===== src/rtl/idct_row_engine.sv =====
// 8-point 1-D inverse DCT, coefficients in serially, samples out serially.
// Eight parallel MAC lanes feed a separate output buffer so blocks overlap.
module idct_row_engine #(
  parameter int DATA_WIDTH = 12,
  parameter int COE_WIDTH  = 10
) (
  input  logic                         clk,
  input  logic                         rst_n,
  input  logic signed [DATA_WIDTH-1:0] in_data,
  input  logic                         in_valid,
  output logic                         in_ready,
  output logic signed [DATA_WIDTH-1:0] out_data,
  output logic                         out_valid,
  input  logic                         out_ready
);

  localparam int ACC_W  = DATA_WIDTH + COE_WIDTH + 3;
  localparam int PROD_W = DATA_WIDTH + COE_WIDTH;
  localparam logic signed [ACC_W-1:0] SAT_MAX = ACC_W'((1 << (DATA_WIDTH - 1)) - 1);
  localparam logic signed [ACC_W-1:0] SAT_MIN = ~SAT_MAX;

  // cos(m*pi/16) in Q16 for m = 0..8
  function automatic int unsigned cos_q16(input int unsigned m);
    int unsigned c;
    case (m)
      0:       c = 65536;
      1:       c = 64277;
      2:       c = 60547;
      3:       c = 54491;
      4:       c = 46341;
      5:       c = 36410;
      6:       c = 25080;
      7:       c = 12785;
      default: c = 0;
    endcase
    return c;
  endfunction

  // Angle folded into the first quadrant; the k=0 weight 0.5/sqrt(2) equals 0.5*cos(pi/4).
  function automatic logic [64*COE_WIDTH-1:0] gen_coef();
    logic [64*COE_WIDTH-1:0]      t;
    logic signed [COE_WIDTH-1:0]  w;
    int unsigned                  m;
    int unsigned                  mag;
    logic                         neg;
    t = '0;
    for (int unsigned n = 0; n < 8; n++) begin
      for (int unsigned k = 0; k < 8; k++) begin
        neg = 1'b0;
        if (k == 0) begin
          m = 4;
        end else begin
          m = ((2 * n + 1) * k) % 32;
          if (m > 16) m = 32 - m;
          if (m > 8) begin
            m   = 16 - m;
            neg = 1'b1;
          end
        end
        mag = (cos_q16(m) + (32'd1 << (17 - COE_WIDTH))) >> (18 - COE_WIDTH);
        w   = COE_WIDTH'(mag);
        if (neg) w = -w;
        t[(n * 8 + k) * COE_WIDTH +: COE_WIDTH] = w;
      end
    end
    return t;
  endfunction

  localparam logic [64*COE_WIDTH-1:0] COEF = gen_coef();

  typedef enum logic {EMPTY, DRAIN} state_t;

  state_t                        r_state;
  logic [2:0]                    r_in_cnt;
  logic [2:0]                    r_out_cnt;
  logic signed [ACC_W-1:0]       r_acc      [8];
  logic signed [DATA_WIDTH-1:0]  r_buf      [8];
  logic signed [DATA_WIDTH-1:0]  r_out_data;
  logic                          r_out_valid;

  logic signed [COE_WIDTH-1:0]   w_coef     [8];
  logic signed [PROD_W-1:0]      w_prod     [8];
  logic signed [ACC_W-1:0]       w_acc_next [8];
  logic signed [ACC_W-1:0]       w_rnd      [8];
  logic signed [DATA_WIDTH-1:0]  w_res      [8];
  logic                          w_in_fire;
  logic                          w_out_fire;
  logic                          w_load;

  assign in_ready   = !(r_in_cnt == 3'd7 && r_state == DRAIN && !(r_out_cnt == 3'd7 && out_ready));
  assign w_in_fire  = in_valid && in_ready;
  assign w_out_fire = r_out_valid && out_ready;
  assign w_load     = w_in_fire && (r_in_cnt == 3'd7);
  assign out_data   = r_out_data;
  assign out_valid  = r_out_valid;

  always_comb begin
    for (int unsigned n = 0; n < 8; n++) begin
      w_coef[n]     = COEF[(n * 8 + 32'(r_in_cnt)) * COE_WIDTH +: COE_WIDTH];
      w_prod[n]     = PROD_W'(in_data) * PROD_W'(w_coef[n]);
      w_acc_next[n] = ((r_in_cnt == 3'd0) ? '0 : r_acc[n]) + ACC_W'(w_prod[n]);
      w_rnd[n]      = (w_acc_next[n] + ACC_W'(1 << (COE_WIDTH - 2))) >>> (COE_WIDTH - 1);
      if (w_rnd[n] > SAT_MAX)      w_res[n] = DATA_WIDTH'(SAT_MAX);
      else if (w_rnd[n] < SAT_MIN) w_res[n] = DATA_WIDTH'(SAT_MIN);
      else                         w_res[n] = DATA_WIDTH'(w_rnd[n]);
    end
  end

  always_ff @(posedge clk) begin
    if (!rst_n) begin
      r_in_cnt <= '0;
      for (int unsigned n = 0; n < 8; n++) r_acc[n] <= '0;
    end else if (w_in_fire) begin
      r_in_cnt <= r_in_cnt + 3'd1;
      for (int unsigned n = 0; n < 8; n++) r_acc[n] <= w_acc_next[n];
    end
  end

  // A completing block may only load alongside the final drain transfer, so load wins.
  always_ff @(posedge clk) begin
    if (!rst_n) begin
      r_state     <= EMPTY;
      r_out_cnt   <= '0;
      r_out_data  <= '0;
      r_out_valid <= 1'b0;
      for (int unsigned n = 0; n < 8; n++) r_buf[n] <= '0;
    end else if (w_load) begin
      r_state     <= DRAIN;
      r_out_cnt   <= '0;
      r_buf       <= w_res;
      r_out_data  <= w_res[0];
      r_out_valid <= 1'b1;
    end else if (w_out_fire) begin
      if (r_out_cnt == 3'd7) begin
        r_state     <= EMPTY;
        r_out_cnt   <= '0;
        r_out_data  <= '0;
        r_out_valid <= 1'b0;
      end else begin
        r_out_cnt  <= r_out_cnt + 3'd1;
        r_out_data <= r_buf[r_out_cnt + 3'd1];
      end
    end
  end

endmodule


===== config.mk =====
export PLATFORM = sky130hd
export DESIGN_NAME = idct_row_engine
export DESIGN_NICKNAME = d
export VERILOG_FILES = /design/src/rtl/idct_row_engine.sv
export SDC_FILE = /design/constraint.sdc
export NUM_CORES = 2
export LEC_CHECK = 0
export ABC_AREA = 1
export ABC_CLOCK_PERIOD_IN_PS = 10000
export CAP_MARGIN = 20
export CORE_MARGIN = 5
export CORE_UTILIZATION = 40
export CTS_BUF_LIST = sky130_fd_sc_hd__clkbuf_4 sky130_fd_sc_hd__clkbuf_8 sky130_fd_sc_hd__clkbuf_16
export CTS_CLUSTER_DIAMETER = 40
export DETAILED_ROUTE_END_ITERATION = 10
export PLACE_DENSITY = 0.55
export SLEW_MARGIN = 0
export SYNTH_ARGS = -nofsm -noshare
export SYNTH_HDL_FRONTEND = slang
export SYNTH_SLANG_ARGS = --single-unit

===== constraint.sdc =====
create_clock -name clk -period 10 [get_ports clk]
set_input_delay 2 -clock clk [delete_from_list [all_inputs] [get_ports clk]]
set_output_delay 2 -clock clk [all_outputs]
set_load 0.01 [all_outputs]

* Yosys cells after proc, flatten, opt, wreduce, memory -nomap -nowiden
Memory sizes are Yosys's and may differ from the RTL's.
Index checks and enable logic that the tools add are counted.
** Cells by class
- $add $sub $neg :: 25
- Multipliers :: 16
- Divide/modulo/power cells :: 0
- Order comparisons :: 17
- Equal/unequal tests :: 2
- Shift operators :: 8
- Multiplexer cells :: 46
- Bitwise operators :: 10
- Reduce and logical (&&, ||, !) cells :: 13
** Operators by type and width (count)
- indexed part select 640 x 12 -> 10 bit (first input constant) :: 4
- indexed part select 640 x 11 -> 10 bit (first input constant) :: 2
- indexed part select 640 x 10 -> 10 bit (first input constant) :: 1
- indexed part select 640 x 8 -> 10 bit (first input constant) :: 1
- two-way mux 25 bit :: 16
- two-way mux 12 bit :: 21
- adder 25 x 10 -> 25 bit (second input constant) :: 8
- adder 25 bit :: 8
- multiplier 12 x 10 -> 22 bit :: 8
- greater-than comparator 16 x 12 -> 1 bit (second input constant) :: 8
- less-than comparator 16 x 12 -> 1 bit (second input constant) :: 8
- multiplier 7 x 3 -> 10 bit (second input constant) :: 4
- binary-select mux 12 bit (select 3 bit) :: 1
- adder 6 x 3 -> 7 bit (first input constant) :: 4
- multiplier 6 x 3 -> 9 bit (second input constant) :: 2
- adder 5 x 3 -> 6 bit (first input constant) :: 2
- multiplier 5 x 3 -> 8 bit (second input constant) :: 1
- bitwise OR 1 bit :: 8
- two-way mux 1 bit :: 7
- adder 3 x 1 -> 3 bit (second input constant) :: 2
- equality test 3 bit (second input constant) :: 2
- logical AND 1 bit :: 6
- multiplier 3 x 3 -> 6 bit (second input constant) :: 1
- adder 4 x 3 -> 5 bit (first input constant) :: 1
- 9 further kinds :: 11
** Word-level totals
- Flip-flop bits (word level) :: 115
- Latch bits :: 0
- Bits in writable memories :: 200
- Bits in read-only memories :: 0
- Input bits :: 16
- Output and inout port bits :: 14
- Logic and storage cells :: 150
- Memories kept :: 1
** Memories
- r_acc :: words 8, width 25, read ports 8, clocked after Yosys merged registers in 0, wr ports 8, line 76 : logic signed [ACC_W-1:0] r_acc [8];

* Longest topological paths before layout
- Depth in word-level cells :: 10
- Mapped depth :: 59
- Gate-level depth less buffers :: 56

* Worst setup path after synthesis
OpenSTA, ideal clock, no wires.
- Kind :: input to register
- From :: input port in_data[5]
- To :: register r_buf[25] (netlist bit)
- Library setup time :: 0.125 ns
- Arrival :: 9.171 ns
- Required time :: 9.875 ns
- Setup slack :: 0.704 ns
- Cell stages on the path :: 41
- Path buffers :: 3
- Cells stage by stage :: clkbuf_1 clkbuf_1 buf_1 nand2_1 fa_1 inv_1 fa_1 inv_1 fa_1 inv_1 fa_1 inv_1 fa_1 inv_1 ha_1 nand2_1 o21ai_0 a21boi_0 [5 not listed] nor2_1 xnor2_1 ha_1 nand2_1 nor4_1 o21ai_0 nand3_1 nand2_1 nand2_1 nand2_1 nor2_1 nand3_1 nand3_1 nand2_1 nor2_1 nor2_2 nor2_4 a21oi_1
** On the way
- Cells in the longest elaborated chain, start to end :: 6
- Elaborated cells between the ends (all ways) :: 7
- Those cells by class :: add/sub (2); mul (1); order compare (2); mux (2)
** Ends and longest elaborated chain
- start: declaration :: line 9 : input logic signed [DATA_WIDTH-1:0] in_data,
- multiplier 12 x 10 -> 22 bit * :: line 100 : w_prod[n] = PROD_W'(in_data) * PROD_W'(w_coef[n]);
- adder 25 bit * :: line 101 : w_acc_next[n] = ((r_in_cnt == 3'd0) ? '0 : r_acc[n]) + ACC_W'(w_prod[n]);
- adder 25 x 10 -> 25 bit * :: line 102 : w_rnd[n] = (w_acc_next[n] + ACC_W'(1 << (COE_WIDTH - 2))) >>> (COE_WIDTH - 1);
- less-than comparator 16 x 12 -> 1 bit :: line 104 : else if (w_rnd[n] < SAT_MIN) w_res[n] = DATA_WIDTH'(SAT_MIN);
- two-way mux 12 bit :: line 104
- two-way mux 12 bit * :: line 103 : if (w_rnd[n] > SAT_MAX) w_res[n] = DATA_WIDTH'(SAT_MAX);
- end signal: assignment :: line 130 : r_buf <= w_res;
- end: declaration :: line 77 : logic signed [DATA_WIDTH-1:0] r_buf [8];
Mark *: on every way between the ends. The rest lies on a longest branch, timed or not.
A chain may end at the register's enable or synchronous reset.

* Worst setup path in the final report
- From :: input port in_data[0]
- To :: register r_buf[52] (netlist bit)
Same word-level chain as after synthesis.

==> flow_metrics.env <==
export IMPL_status="finished, final reports clean"
export IMPL_crit_required_ns=10.59
export IMPL_post_place_cells=12195
export IMPL_worstPathMaxFanout=23
export IMPL_path_class="primary input to flop"
export IMPL_finalCriticalPeriod_ns=9.59
export IMPL_core_mm2=0.163
export IMPL_r2r_end="r_buf[13]$_SDFFE_PN0P_"
export IMPL_drt_iter0_markers=4870
export IMPL_worstMarginPinSlew_ns=1.07
export IMPL_cts_tree="built"
export IMPL_dp_hpwl_um=196000
export IMPL_die_area_mm2=0.173
export IMPL_hp_start="r_buf[92]$_SDFFE_PN0P_"
export IMPL_yosysUniqueCellTypes=60
export IMPL_drv_slew=0
export IMPL_boundaryPins=30
export IMPL_clk_path_buf_depth=3
export IMPL_htreeDepth=3
export IMPL_drive_gt1_frac=0.139
export IMPL_r2r_start="r_in_cnt[1]$_SDFFE_PN0P_"
export IMPL_std_cell_rows=148
export IMPL_num_vias=62351
export IMPL_synth_top_flop_cell="edfxtp_1"
export IMPL_hold_violations=0
export IMPL_cts_root_buf="clkbuf_16"
export IMPL_yosysMostFrequentCell="inv_1"
export IMPL_fin_nets=11607
export IMPL_cts_hold_buf=0
export IMPL_grt_pass1_vias=62880
export IMPL_initial_core_util=0.403
export IMPL_syn_avg_cell_area_um2=7.14
export IMPL_critPathCaptureType="flop"
export IMPL_synth_area_mm2=0.0658
export IMPL_synthTopCellsByArea="fa_1 26%, ha_1 12%, inv_1 12%"
export IMPL_synthArstFlopShare=0
export IMPL_io_buffers=29
export IMPL_grt_pass1_wl_um=365000
export IMPL_drc=0
export IMPL_synth_edff_count=200
export IMPL_clock_skew_ns=0.0439
export IMPL_cts_clk_slew_worst_paths_ns=0.05
export IMPL_synth_seq_cells=315
export IMPL_antenna_found_initial=7
export IMPL_hold_path_cell_count=2
export IMPL_routedWlPerCell_um=19.1
export IMPL_cp_start_kind="primary input"
export IMPL_cpMostUsedCell="nand2_1"
export IMPL_synth_top_area_cell="fa_1"
export IMPL_worstRegToRegCells=51
export IMPL_fmax_mhz=104
export IMPL_place_congestion=0.966
export IMPL_maxCapViolations=0
export IMPL_cts_buffers=81
export IMPL_cts_sinks=315
export IMPL_ys_seq_area_frac=0.126
export IMPL_syn_to_final_growth_pct=20.1
export IMPL_critPathSlowestCell="fa_1"
export IMPL_hold_class="flop to flop"
export IMPL_dr_pass1_iters=7
export IMPL_fillCellCount=16446
export IMPL_min_to="r_buf[92]$_SDFFE_PN0P_"
export IMPL_die_x_um=416
export IMPL_multiInputGateArea_mm2=0.0488
export IMPL_worst_slew_margin_rel=0.288
export IMPL_ff_latch_area_mm2=0.00831
export IMPL_fin_crit_sh=0.959
export IMPL_syn_instance_count=9210
export IMPL_netlist_area_leader_share=0.257
export IMPL_clk_latency_ns=0.70
export IMPL_fin_setup_tns_ns=0
export IMPL_grt_max_degree=91
export IMPL_gr_total_overflow=0
export IMPL_cp_arrival_ns=10.18
export IMPL_grt_usage=0.271
export IMPL_max_stage_delay_ns=0.50
export IMPL_ant_nets=0
export IMPL_ys_warnings_count=0
export IMPL_die_height_um=416
export IMPL_fin_cells=12356
export IMPL_setup_viol=0
export IMPL_drt_wl_total_um=236000
export IMPL_yosys_top_cells_count="2087 x inv_1, 1928 x nand2_1, 1178 x nor2_1"
export IMPL_reg2reg_setup_slack_ns=0.58
export IMPL_syn_nets=10708
export IMPL_routed_via_density=5.05
-- metrics by stage --
stage                     setup WS, ns   util  area (µm²)  hold slack (ns)
after floorplan                  0.704      -       65800            0.421
after CTS                       0.0867  0.483       78800            0.449
after global placement          -0.595  0.465       75800            0.433
final                            0.413  0.485       79000            0.448
after global routing           -0.0409  0.484       79000            0.468
after detailed placement        -0.612  0.465       75800            0.437
-- sequential cells by signal, summed over array words and instances, names as in the netlist --
name       count
r_out_cnt      3
r_buf         96
r_in_cnt       3
r_state        1
out_data      12
r_acc        200
-- cell type report --
type / instances / share of cell area
multi-input combinational: 6544 / 0.617
sequential: 315 / 0.105
timing repair buffer: 1045 / 0.104
inverter: 2122 / 0.101
tap: 2175 / 0.0344
clock buffer: 96 / 0.0292
clock inverter: 54 / 0.00834
antenna: 5 / 0.000158
-- worst max-delay path, delay by kind of cell --
| kind | cells | cell delay (ns) |
|---|---|---|
| fa+ha+maj | 7 | 3.12 |
| simple gates | 14 | 1.45 |
| xor+xnor | 2 | 0.69 |
| compound gates | 9 | 1.26 |
| buf+inv | 10 | 1.64 |
-- routing by layer --
layer  up-vias  wire [µm]  track usage  part of all wire
met2      1969     103000        0.426              0.43
met1     29999     105000        0.374              0.45
met5         -          9            0          0.000038
met3       417      17300       0.0477             0.073
li1      29964          -            -                 -
met4         2      10700        0.104             0.045
-- placed cells by master, fill, tap and decap left out, types with 30 or more instances in the layout --
master and instances:
ha_1 636, a21oi_1 453, nand2_1 1923, a21oi_2 36, nor2_1 1164, nor3_1 44, clkbuf_16 89, o21ai_1 30
edfxtp_1 200, dfxtp_1 114, nand3_1 359, fa_1 843, buf_4 984, buf_12 31, inv_1 2083, nand4_1 107
xnor2_1 103, o21a_1 30, xor2_1 179, nand2_2 56, o21ai_0 290
-- how the worst max path moves through the flow --
| stage | start | endpoint | slack, ns | cells past startpoint |
|---|---|---|---|---|
| 2_1_floorplan | in_data[5] | r_buf[25]$_SDFFE_PN0P_ | 0.70 | 41 |
| 4_1_cts | in_data[11] | r_buf[64]$_SDFFE_PN0P_ | 0.09 | 44 |
| 5_1_grt | in_data[0] | r_buf[41]$_SDFFE_PN0P_ | -0.04 | 46 |
| 6_report | in_data[0] | r_buf[52]$_SDFFE_PN0P_ | 0.41 | 42 |
| 3_3_place_gp | in_data[11] | r_buf[64]$_SDFFE_PN0P_ | -0.59 | 44 |
| 3_5_place_dp | in_data[11] | r_buf[64]$_SDFFE_PN0P_ | -0.61 | 42 |
-- cell families (layout without fill, tap and decap cells) --
kind of cell / count (synthesis) / after routing / synth area share
other: 0 / 5 / 0
xor gates and xnor gates: 297 / 297 / 0.0412
buffers and inverters: 2352 / 3317 / 0.135
DFF: 315 / 315 / 0.126
adders and majority gates: 1482 / 1482 / 0.378
AOI/OAI and AO/OA: 968 / 968 / 0.0812
and+or+nand+nor: 3796 / 3797 / 0.238
-- what timing repair did --
item	in CTS	in global routing
setup buffers	0	5
endpoints found under the setup margin	0	101
gates resized for setup	0	55
Power is left out: the tool's default activity adds up to more than one toggle a clock period on the data nets, which glitch-free logic cannot reach.
